[src/rtl/ddr_ctrl_if_mrank.sv]
`default_nettype none
// +----------------------------------------------------------------------------------+
// | ddr_ctrl_if_mrank: host command decode, config registers and multi-rank refresh   |
// | debt tracking. Optional macro DDR_REF_OVF_EN adds sticky REF_OVF. Rev 1.0         |
// +----------------------------------------------------------------------------------+
module ddr_ctrl_if_mrank #(
  parameter int ASIZE        = 23,
  parameter int NRANK        = 2,
  parameter int MAX_POSTPONE = 8,
  parameter int URGENT_TH    = 6,
  parameter int STAGGER      = 64
) (
  input  logic             CLK,
  input  logic             RESET_N,
  input  logic [2:0]       CMD,
  input  logic [ASIZE-1:0] ADDR,
  input  logic             CM_ACK,
  input  logic [NRANK-1:0] REF_ACK,
  output logic             NOP,
  output logic             READA,
  output logic             WRITEA,
  output logic             REFRESH,
  output logic             PRECHARGE,
  output logic             LOAD_MODE,
  output logic [ASIZE-1:0] SADDR,
  output logic [1:0]       SC_CL,
  output logic [1:0]       SC_RC,
  output logic [3:0]       SC_RRD,
  output logic             SC_PM,
  output logic [3:0]       SC_BL,
  output logic [NRANK-1:0] REF_REQ,
  output logic [NRANK-1:0] REF_URGENT,
  output logic             CMD_ACK
`ifdef DDR_REF_OVF_EN
  ,
  output logic [NRANK-1:0] REF_OVF
`endif
);

  localparam int DW = $clog2(MAX_POSTPONE + 1);
  localparam logic [DW-1:0] DEBT_MAX = DW'(MAX_POSTPONE);
  localparam logic [DW-1:0] DEBT_URG = DW'(URGENT_TH);
  localparam logic [DW-1:0] DEBT_ONE = DW'(1);

  logic [5:0]       dec_d, dec_q;
  logic [ASIZE-1:0] saddr_d, saddr_q;
  logic             load_reg1_d, load_reg1_q;
  logic             load_reg2_d, load_reg2_q;
  logic             cmd_ack_d, cmd_ack_q;
  logic [1:0]       sc_cl_d, sc_cl_q, sc_rc_d, sc_rc_q;
  logic [3:0]       sc_rrd_d, sc_rrd_q, sc_bl_d, sc_bl_q;
  logic             sc_pm_d, sc_pm_q;
  logic [15:0]      ref_per_d, ref_per_q;
  logic [15:0]      timer_d [NRANK];
  logic [15:0]      timer_q [NRANK];
  logic [DW-1:0]    debt_d [NRANK];
  logic [DW-1:0]    debt_q [NRANK];
  logic [NRANK-1:0] ref_req_d, ref_req_q, ref_urg_d, ref_urg_q;
  logic [NRANK-1:0] tick;
  logic             ref_en;
`ifdef DDR_REF_OVF_EN
  logic [NRANK-1:0] ovf_d, ovf_q;
`endif

  assign ref_en = (sc_bl_q != 4'd0) && (ref_per_q != 16'd0);

  always_comb begin
    for (int c = 0; c < 6; c++) dec_d[c] = (CMD == 3'(c));
    saddr_d     = ADDR;
    // Internal load strobes toggle while the code is held, so each pulse is acked once.
    load_reg1_d = (CMD == 3'b110) && !load_reg1_q;
    load_reg2_d = (CMD == 3'b111) && !load_reg2_q;
    cmd_ack_d   = (CM_ACK || load_reg1_q || load_reg2_q) && !cmd_ack_q;
    sc_cl_d     = sc_cl_q;
    sc_rc_d     = sc_rc_q;
    sc_rrd_d    = sc_rrd_q;
    sc_pm_d     = sc_pm_q;
    sc_bl_d     = sc_bl_q;
    ref_per_d   = ref_per_q;
    if (load_reg1_q) begin
      sc_cl_d  = saddr_q[1:0];
      sc_rc_d  = saddr_q[3:2];
      sc_rrd_d = saddr_q[7:4];
      sc_pm_d  = saddr_q[8];
      sc_bl_d  = saddr_q[12:9];
    end
    if (load_reg2_q) ref_per_d = saddr_q[15:0];
  end

  always_comb begin
    tick      = '0;
    ref_req_d = '0;
    ref_urg_d = '0;
`ifdef DDR_REF_OVF_EN
    ovf_d     = ovf_q;
`endif
    for (int r = 0; r < NRANK; r++) begin
      timer_d[r] = timer_q[r];
      debt_d[r]  = debt_q[r];
      tick[r]    = ref_en && (timer_q[r] == 16'd0);
      if (load_reg2_q) begin
        // Staggered first load keeps ranks from refreshing in lockstep.
        timer_d[r] = saddr_q[15:0] + 16'(r * STAGGER);
        debt_d[r]  = '0;
`ifdef DDR_REF_OVF_EN
        ovf_d[r]   = 1'b0;
`endif
      end else if (ref_en) begin
        timer_d[r] = tick[r] ? ref_per_q : timer_q[r] - 16'd1;
        if (tick[r] && !REF_ACK[r]) begin
          if (debt_q[r] != DEBT_MAX) debt_d[r] = debt_q[r] + DEBT_ONE;
`ifdef DDR_REF_OVF_EN
          else ovf_d[r] = 1'b1;
`endif
        end else if (!tick[r] && REF_ACK[r] && (debt_q[r] != '0)) begin
          debt_d[r] = debt_q[r] - DEBT_ONE;
        end
      end
      ref_req_d[r] = (debt_d[r] != '0);
      ref_urg_d[r] = (debt_d[r] >= DEBT_URG);
    end
  end

  always_ff @(posedge CLK or negedge RESET_N) begin
    if (!RESET_N) begin
      dec_q       <= '0;
      saddr_q     <= '0;
      load_reg1_q <= 1'b0;
      load_reg2_q <= 1'b0;
      cmd_ack_q   <= 1'b0;
      sc_cl_q     <= '0;
      sc_rc_q     <= '0;
      sc_rrd_q    <= '0;
      sc_pm_q     <= 1'b0;
      sc_bl_q     <= '0;
      ref_per_q   <= '0;
      ref_req_q   <= '0;
      ref_urg_q   <= '0;
      for (int r = 0; r < NRANK; r++) begin
        timer_q[r] <= '0;
        debt_q[r]  <= '0;
      end
`ifdef DDR_REF_OVF_EN
      ovf_q       <= '0;
`endif
    end else begin
      dec_q       <= dec_d;
      saddr_q     <= saddr_d;
      load_reg1_q <= load_reg1_d;
      load_reg2_q <= load_reg2_d;
      cmd_ack_q   <= cmd_ack_d;
      sc_cl_q     <= sc_cl_d;
      sc_rc_q     <= sc_rc_d;
      sc_rrd_q    <= sc_rrd_d;
      sc_pm_q     <= sc_pm_d;
      sc_bl_q     <= sc_bl_d;
      ref_per_q   <= ref_per_d;
      ref_req_q   <= ref_req_d;
      ref_urg_q   <= ref_urg_d;
      for (int r = 0; r < NRANK; r++) begin
        timer_q[r] <= timer_d[r];
        debt_q[r]  <= debt_d[r];
      end
`ifdef DDR_REF_OVF_EN
      ovf_q       <= ovf_d;
`endif
    end
  end

  assign NOP        = dec_q[0];
  assign READA      = dec_q[1];
  assign WRITEA     = dec_q[2];
  assign REFRESH    = dec_q[3];
  assign PRECHARGE  = dec_q[4];
  assign LOAD_MODE  = dec_q[5];
  assign SADDR      = saddr_q;
  assign SC_CL      = sc_cl_q;
  assign SC_RC      = sc_rc_q;
  assign SC_RRD     = sc_rrd_q;
  assign SC_PM      = sc_pm_q;
  assign SC_BL      = sc_bl_q;
  assign REF_REQ    = ref_req_q;
  assign REF_URGENT = ref_urg_q;
  assign CMD_ACK    = cmd_ack_q;
`ifdef DDR_REF_OVF_EN
  assign REF_OVF    = ovf_q;
`endif

endmodule
`default_nettype wire

[config.mk]
export PLATFORM = sky130hd
export DESIGN_NAME = ddr_ctrl_if_mrank
export DESIGN_NICKNAME = d
export VERILOG_FILES = /design/src/rtl/ddr_ctrl_if_mrank.sv
export SDC_FILE = /design/constraint.sdc
export NUM_CORES = 1
export LEC_CHECK = 0
export CAP_MARGIN = 20
export CORE_ASPECT_RATIO = 1.4
export CORE_MARGIN = 3
export CORE_UTILIZATION = 24
export DETAILED_ROUTE_END_ITERATION = 10
export GPL_ROUTABILITY_DRIVEN = 1
export SYNTH_ARGS = -nofsm -noshare
export SYNTH_HDL_FRONTEND = slang
export SYNTH_SLANG_ARGS = --single-unit
[constraint.sdc]
create_clock -name CLK -period 8.8 [get_ports CLK]
set_input_delay 1.76 -clock CLK [delete_from_list [all_inputs] [get_ports CLK]]
set_output_delay 1.76 -clock CLK [all_outputs]
set_load 0.005 [all_outputs]
* Word-level counts from Yosys, hierarchy flattened *
Cells that the tools add are included.
W data, S select, Z words.

operators by class
  reductions and logical operators = 31
  eq/ne operators = 9
  order comparisons = 2
  multiplexer cells = 16
  $add $sub $neg = 7

operators with widths
  operator                 number
  $mux W16                 6
  $mux W4                  10
  $logic_not A16 Y1        2
  $sub A16 B1 Y16 const B  2
  $reduce_bool A4 Y1       5
  $add A16 B7 Y16 const B  1
  $reduce_bool A16 Y1      1
  $eq A3 B3 Y1 const B     4
  $logic_and A1 B1 Y1      12
  $add A4 B1 Y4 const B    2
  $ge A4 B3 Y1 const B     2
  $ne A4 B4 Y1 const B     2
  $sub A4 B1 Y4 const B    2
  $logic_not A1 Y1         7
  $eq A3 B2 Y1 const B     2
  $eq A3 B1 Y1 const B     1
  $logic_not A3 Y1         1
  $logic_or A1 B1 Y1       2
  $reduce_bool A2 Y1       1

storage, ports and cells
  flip-flop bits (word level) = 105
  output and inout port bits = 47
  bits of input ports = 31
  logic and storage cells = 82

* Depth between registers and ports, before layout *
Gate-level depths: netlist of the first run.

  word-level depth = 11
  gate-level depth with buffers = 10
  gate-level depth less buffers = 9

* Worst setup path after synthesis of the first run *
No wires, ideal clock.

  path type = input port to flip-flop
  start = in REF_ACK[0]
  end = reg ref_req_q[0] (netlist: REF_REQ[0])
  path slack = 5584 ps
  stages = 7
  required time = 8661 ps
  library setup time = 139 ps
  arrival time = 3078 ps
  path buffers = 1
  path through = clkbuf_1 nor4b_1 nand4_1 o31a_1 mux2i_1 inv_1 or4_1

RTL lines
  element                 RTL line  RTL
  start: declaration      18        input logic [NRANK-1:0] REF_ACK,
  end signal: assignment  158       ref_req_q <= ref_req_d;
  end: declaration        58        logic [NRANK-1:0] ref_req_d, ref_req_q, ref_urg_d, ref_urg_q;

==> results of run 1 <==
[worst max path at each step]
stage / startpoint / to / slack, ps
floorplan: REF_ACK[0] / REF_REQ[0] / 5580
global placement: REF_ACK[0] / REF_REQ[0] / 5020
detailed placement: REF_ACK[0] / REF_REQ[0] / 5020
CTS: timer_q[19] / REF_REQ[0] / 5320
global route: timer_q[19] / REF_REQ[0] / 5140
finish: timer_q[19] / REF_REQ[0] / 5300
[state kept, by name (all words and copies together), names as in the netlist]
register,count
REF_URGENT,2
dec_q,6
load_reg2_q,1
debt_q,8
SC_BL,4
SC_RRD,4
SC_RC,2
SC_CL,2
timer_q,32
load_reg1_q,1
SADDR,23
CMD_ACK,1
REF_REQ,2
ref_per_q,16
SC_PM,1
[cell usage after synthesis (2+ instances only)]
cell	count	area share (%)
nor2_1	37	2.7
o31a_1	2	0.34
xor2_1	3	0.51
ha_1	9	2.2
o21a_1	6	0.87
or4_1	3	0.43
and3b_1	2	0.34
and3_1	4	0.48
dfrtp_1	105	51
nor2b_1	3	0.36
or3_1	9	1.1
mux2i_1	4	0.77
o22ai_1	14	1.7
nor4b_1	2	0.34
o2bb2ai_1	2	0.34
a211oi_1	14	2.0
nand2b_1	3	0.36
nand2_1	41	3.0
a221oi_1	3	0.51
a21o_1	2	0.29
clkbuf_1	27	2.0
nor3_1	17	1.6
o41ai_1	2	0.34
xnor2_1	9	1.5
a22oi_1	12	1.7
inv_1	30	2.2
o22a_1	8	1.4
o31ai_1	2	0.29
nor3b_1	6	0.87
nand3_1	12	1.2
a21oi_1	35	3.4
nor4_1	13	1.6
o21ai_0	52	5.0
and4_1	3	0.51
mux2_2	18	3.9
buf_1	4	0.29
nand4_1	2	0.24
[report_power, final]
part           total [uW]  internal [uW]  switching, uW
logic                 459            236            223
clock network         411            229            182
registers             725            597            128
total                1600           1060            533
[layout make-up]
class	count	area, sq um
Timing Repair Buffer	83	820
Inverter	30	113
Clock inverter	6	65.1
Clock buffer	10	239
Tap cell	256	320
Sequential cell	105	2630
Fill cell	2126	14400
Multi-Input combinational cell	367	2310
[layer usage]
layer | routed length, um | track usage (%) | vias up | part of all wire, %
met5 | 0 | 0 | - | 0
met4 | 280 | 4.37 | 0 | 2.1
met3 | 407 | 1.87 | 20 | 3.1
met2 | 6900 | 19.5 | 88 | 52
met1 | 5650 | 14.5 | 2053 | 43
li1 | - | - | 2057 | -
[logic make-up (layout without fill, tap and decap cells)]
group,count (synthesis),in the layout,synth area share (%)
flip-flops,105,105,50.7
AO/OA/AOI/OAI,162,162,19.6
multiplexers,22,22,4.69
XOR/XNOR,12,12,2.03
AND/OR/NAND/NOR,162,162,16.0
buffers and inverters,63,129,4.74
adder cells (fa/ha/maj),9,9,2.18
[per-stage QoR]
step	total power, uW	hold slack (ps)	instances	utilization [%]	instance area (sq um)
2_1_floorplan	1010	428	535	-	5180
3_3_place_gp	1190	420	840	29.6	6180
3_5_place_dp	1190	423	840	29.6	6180
4_1_cts	1610	439	856	31.1	6480
5_1_grt	1700	458	857	31.1	6500
6_report	1600	437	857	31.1	6500
[placed cells by master (no fill, tap or decap), drive strengths merged, types with 8 or more instances in the layout]
master	count
nor2	37
or3	9
ha	9
nand3	12
nor3	17
mux2	18
inv	31
xnor2	9
nor4	13
a21oi	35
a22oi	12
a211oi	14
nand2	41
o22a	8
o21ai	52
o22ai	14
dfrtp	105
clkdlybuf4s50	76
clkbuf	11
[worst max-delay path, delay by kind of cell, from the launching register on]
family | cells | cell delay (ps)
AO/OA/AOI/OAI | 1 | 240
multiplexers | 1 | 280
flip-flops | 1 | 420
AND/OR/NAND/NOR | 5 | 2440
==> out/qor.tcl, run 1 <==
set qor(postCtsResizedCells) 0
set qor(timing.final.max_slew_violations) 0
set qor(leakage_uw) 0.00258
set qor(yosysWarningCount) 0
set qor(number_of_storage_elements_in_the_synthesis_netlist) 105
set qor(min_clock_period_post_route_ps) 3500
set qor(cts_root_buffer) {clkbuf_16}
set qor(clk_pin_slew_worst_paths_ps) 80
set qor(setup.worst_path.start_class) {register}
set qor(timing.final.ws_setup_ps) 5300
set qor(grt_antenna_before_repair) 0
set qor(clock-sinks) 105
set qor(area_delta_synth_final_pct) 25.5
set qor(layout.nets) 636
set qor(timing.critical_path.mode_cell) {or4_1}
set qor(hold_path.startpoint) {CMD_ACK}
set qor(globalRouteTotalUtil_pct) 11.5
set qor(cts_hold_repair.buffers) 0
set qor(design.portCount) 78
set qor(fin_crit_sh_pct) 39.7
set qor(via_per_inst) 4.92
set qor(clkLatencyLatePin_ps) 350
set qor(peakVddDrop_mv) 0.124
set qor(instance_count_of_the_mapped_netlist) 535
set qor(n_antenna_cell) 0
set qor(routed-via-count) 4218
set qor(power-per-cell-area_nw_per_um2) 246
set qor(hold-path-endpoint) {CMD_ACK}
set qor(totalNegativeSetupSlack_ps) 0
set qor(total_number_of_h_tree_levels) 3
set qor(min_path_cells) 1
set qor(synth_enable_flop_cells) 0
set qor(floorplan.rows) 62
set qor(routed_wire_length_per_instance_um) 15.4
set qor(cpPeakStageDelay_ps) 700
set qor(critical_path_arrival_ps) 3720
set qor(worstSetupEndpointType) {register}
set qor(timing.max_slew.rel_slack_pct) 35.7
set qor(path_cells) {or4_1 -> nand4b_2 -> nor4_1 -> mux2i_1 -> o2111a_1 -> nor3_1 -> or4_1}
set qor(r2r_slack_ps) 5300
set qor(dieHeight_um) 180
set qor(drt_pre_antenna_iters) 7
set qor(place_congestion) 0.791
set qor(remaining_drc_errors) 0
set qor(initial_utilization_pct) 24.8
set qor(number_of_global_route_vias_before_repair) 4183
set qor(chipWidth_um) 130
set qor(timing_worst_setup_path_type) {register to register}
set qor(cts_tree) {yes}
set qor(rsz0062_at_grt) {no}
set qor(synthDistinctLibCells) 52
set qor(worst-path-max-fanout) 10
set qor(timing.critical_path.slowest_stage_cell) {or4_1}
set qor(design.core.area_sq_um) 20900
set qor(floorplan.die_area_sq_um) 23400
set qor(max_slew.worst_pin.slew_ps) 965
set qor(max_cap_viol_count) 0
set qor(antenna_left) 0
set qor(setup-violations-final) 0
set qor(synth.yosys.seq_area_share_pct) 50.7
set qor(min-delay-path-class) {register to register}
set qor(dp_hpwl_um) 9410
set qor(synth.net_count) 575
set qor(netlist_area_sq_um) 5180
set qor(reg2reg_depth) 7
set qor(crit_required_ps) 9030
set qor(dr.first_iter.drc_count) 219
set qor(r2r_start) {timer_q[19]}
set qor(critical_path.reg2reg.endpoint) {REF_REQ[0]}
set qor(global_route.overflow_total) 0
set qor(worst_clock_skew_ps) 16.3
set qor(post_route_cells_drive_above_1_share_pct) 7.65
set qor(dominantRegCellSynth) {dfrtp_1}
set qor(finalWirelength_um) 13200
set qor(max_freq_mhz) 286
set qor(cts_buffers) 9
set qor(avgSynthCellArea_sq_um) 9.68
set qor(postSynth.asyncResetShare_pct) 100
set qor(preCtsSetupSlack_ps) 5020
set qor(grt_pass1_wl_um) 21900
set qor(port_buffers) 77
set qor(grt_max_degree) 89
set qor(post-cts-setup-buffers) 0
set qor(finalHoldViolCount) 0
set qor(cts_buffer_depth) 2
set qor(run_status) {completed}
No activity file was read; power rests on OpenSTA's default activity.
==> run 2, diff against run 1 <==
clock period = 3.1 ns   (was 8.8 ns; I/O delays follow)
==> run 2 against run 1 <==
Clock skew shrank 5.0 ps. Sequential share of layout area shrank 0.92 points. Clock power grew to 3.2 times the previous value. Global-route usage grew 0.27 points. Cell count grew 1.4%. Critical path depth is the same. Largest power group unchanged. Highest routed layer unchanged. Final area grew 2.3%. Core utilization grew 0.73 points. Routed wire length grew 2.3%. Clock-buffer cell count is the same. First-iteration DRC count shrank 1.4%.
==> out/qor.tcl, run 2 (same netlist as run 1, synthesis figures left out) <==
set qor(setup.worst_path.start_class) {register}
set qor(power_total_uw) 4730 ;# +200%
set qor(fin_crit_sh_pct) 92.9 ;# +53 points
set qor(dr.first_iter.drc_count) 216 ;# -1.4%
set qor(combinationalPowerShare_pct) 28.2 ;# -0.6 points
set qor(drt_pre_antenna_iters) 4 ;# -3
set qor(dpl.cell_count) 853 ;# +1.5%
set qor(clk_pin_slew_worst_paths_ps) 80 ;# about the same
set qor(cts_hold_repair.buffers) 0 ;# unchanged
set qor(rsz0062_at_grt) {no}
set qor(timing_worst_setup_path_type) {register to register}
set qor(grt_max_degree) 91 ;# +2.2%
set qor(layout_commonest_cell) {dfrtp_1}
set qor(finalWirelength_um) 13500 ;# +2.3%
set qor(design.core.area_sq_um) 20900 ;# unchanged
set qor(finalHoldViolCount) 0 ;# unchanged
set qor(largest_register) {timer_q}
set qor(global_route.overflow_total) 0 ;# unchanged
set qor(cts_buffers) 9 ;# unchanged
set qor(n_antenna_cell) 0 ;# unchanged
set qor(via_per_inst) 4.93 ;# about the same
set qor(leakage_uw) 0.00267 ;# +3.2%
set qor(worst-path-max-fanout) 8 ;# -2
set qor(reg2reg_depth) 7 ;# unchanged
set qor(total_number_of_h_tree_levels) 3 ;# unchanged
set qor(design.portCount) 78 ;# unchanged
set qor(routed_wire_length_per_instance_um) 15.6 ;# +0.87%
set qor(netSwitchingFraction_pct) 32.3 ;# -1.1 points
set qor(cts_root_buffer) {clkbuf_16}
set qor(post-cts-setup-buffers) 0 ;# unchanged
set qor(remaining_drc_errors) 0 ;# unchanged
set qor(crit_required_ps) 3320 ;# -5710 ps
set qor(chipWidth_um) 130 ;# unchanged
set qor(min-delay-path-class) {primary input to asynchronous set/reset pin}
set qor(max_cap_viol_count) 0 ;# unchanged
set qor(place_congestion) 0.783 ;# -0.99%
set qor(area_delta_synth_final_pct) 28.4
set qor(num-fill-cells) 2103 ;# -1.1%
set qor(floorplan.rows) 62 ;# unchanged
set qor(initial_utilization_pct) 24.8 ;# unchanged
set qor(number_of_global_route_vias_before_repair) 4262 ;# +1.9%
set qor(launch_point_of_the_worst_path) {timer_q[19]}
set qor(timing.final.ws_setup_ps) 219 ;# -5080 ps
set qor(clkLatencyLatePin_ps) 340 ;# about the same
set qor(grt_antenna_before_repair) 0 ;# unchanged
set qor(routed-via-count) 4280 ;# +1.5%
set qor(critical_path_arrival_ps) 3100 ;# -620 ps
set qor(min_clock_period_post_route_ps) 2880 ;# -615 ps
set qor(setup-violations-final) 0 ;# unchanged
set qor(totalNegativeSetupSlack_ps) 0 ;# unchanged
set qor(intPower_uw) 3200 ;# +200%
set qor(r2r_start) {timer_q[19]}
set qor(cts_tree) {yes}
set qor(run_status) {completed}
set qor(worst_clock_skew_ps) 11.2 ;# -5.04 ps
set qor(cts_buffer_depth) 2 ;# unchanged
set qor(postCtsResizedCells) 0 ;# unchanged
set qor(most-common-layout-cells) {dfrtp_1, clkdlybuf4s50_1, o21ai_0, nand2_1, nor2_1}
set qor(floorplan.die_area_sq_um) 23400 ;# unchanged
set qor(layout.nets) 648 ;# +1.9%
set qor(max_reg_flops) 32 ;# unchanged
set qor(power-per-cell-area_nw_per_um2) 712 ;# +190%
set qor(max_freq_mhz) 347 ;# +21%
set qor(peakVddDrop_mv) 0.319 ;# +160%
set qor(worstSetupEndpointType) {register}
set qor(max_slew.worst_pin.slew_ps) 871 ;# -94.1 ps
set qor(clock-sinks) 105 ;# unchanged
set qor(instances_no_fill) 869 ;# +1.4%
set qor(grt_pass1_wl_um) 22100 ;# +0.85%
set qor(dp_hpwl_um) 9850 ;# +4.7%
set qor(preCtsSetupSlack_ps) 179 ;# -4840 ps
set qor(netSwitchingPower_uw) 1530 ;# +190%
set qor(globalRouteTotalUtil_pct) 11.8 ;# +0.27 points
set qor(timing.final.max_slew_violations) 0 ;# unchanged
set qor(p_seq_share_pct) 43.6 ;# -1.9 points
set qor(port_buffers) 77 ;# unchanged
set qor(dieHeight_um) 180 ;# unchanged
set qor(antenna_left) 0 ;# unchanged
set qor(post_route_cells_drive_above_1_share_pct) 9.62 ;# +2.0 points
set qor(p_clk_share_pct) 28.1 ;# +2.3 points
set qor(timing.max_slew.rel_slack_pct) 41.9 ;# +6.3 points
run 2: changes by cell type in the layout (fill, tap and decap cells not counted), sizes merged:
cell | before | now
buf | 6 | 19
bufinv | 1 | 3
clkbuf | 11 | 10
clkinv | 3 | 1
run 2: stage by stage:
| step | hold slack, ps | area, sq um | utilization, % |
|---|---|---|---|
| after floorplan | 324 | 5180 | - |
| after detailed placement | 423 | 6290 | 30.1 |
| final | 131 | 6650 | 31.9 |
| after CTS | 126 | 6640 | 31.8 |
| after global routing | 133 | 6650 | 31.9 |
| after global placement | 418 | 6290 | 30.1 |
run 2: path summary, 6_finish.rpt:
kind,to,slack (ps)
max,REF_REQ[0],220
min,SADDR[19],130
max reg2reg,REF_REQ[0],220
min reg2reg,CMD_ACK,440
max in group asynchronous,load_reg2_q,2200
min in group CLK,CMD_ACK,440
run 2: metal layers:
| layer | routed length [um] | track usage [%] | vias up |
|---|---|---|---|
| met2 | 7090 | 20.6 | 72 |
| met3 | 388 | 1.40 | 15 |
| li1 | - | - | 2101 |
| met1 | 5750 | 14.3 | 2092 |
| met5 | 0 | 0 | - |
| met4 | 310 | 5.32 | 0 |
run 2: worst max-delay path: stages (launching register included):
cell and delay (ps):
dfrtp_1 420, or4_1 690, nand4b_2 290, nor4_2 300, mux2i_1 220, o2111a_1 240
nor3_1 70, or4_1 530
run 2: final cells by class:
| type | instances | area [sq um] | area share (%) |
|---|---|---|---|
| clock buffer | 10 | 239 | 3.59 |
| clock inverter | 6 | 114 | 1.71 |
| inverter | 30 | 113 | 1.69 |
| multi-input combinational | 367 | 2320 | 34.9 |
| sequential | 105 | 2630 | 39.5 |
| tap | 256 | 320 | 4.82 |
| timing repair buffer | 95 | 916 | 13.8 |
run 2: power by group through the flow:
stage	clock network (uW)	logic (uW)	registers, uW
after CTS	1360	1350	2060
after detailed placement	0	1340	2090
final	1330	1340	2060
after global routing	1420	1510	2120
after global placement	0	1330	2080
after floorplan	0	911	1960
==> run 3, diff against run 2 <==
SKIP_LAST_GASP = 1   (was default)
==> results of run 3 <==
The final DEF is identical to that of run 2; final timing and power are the same.
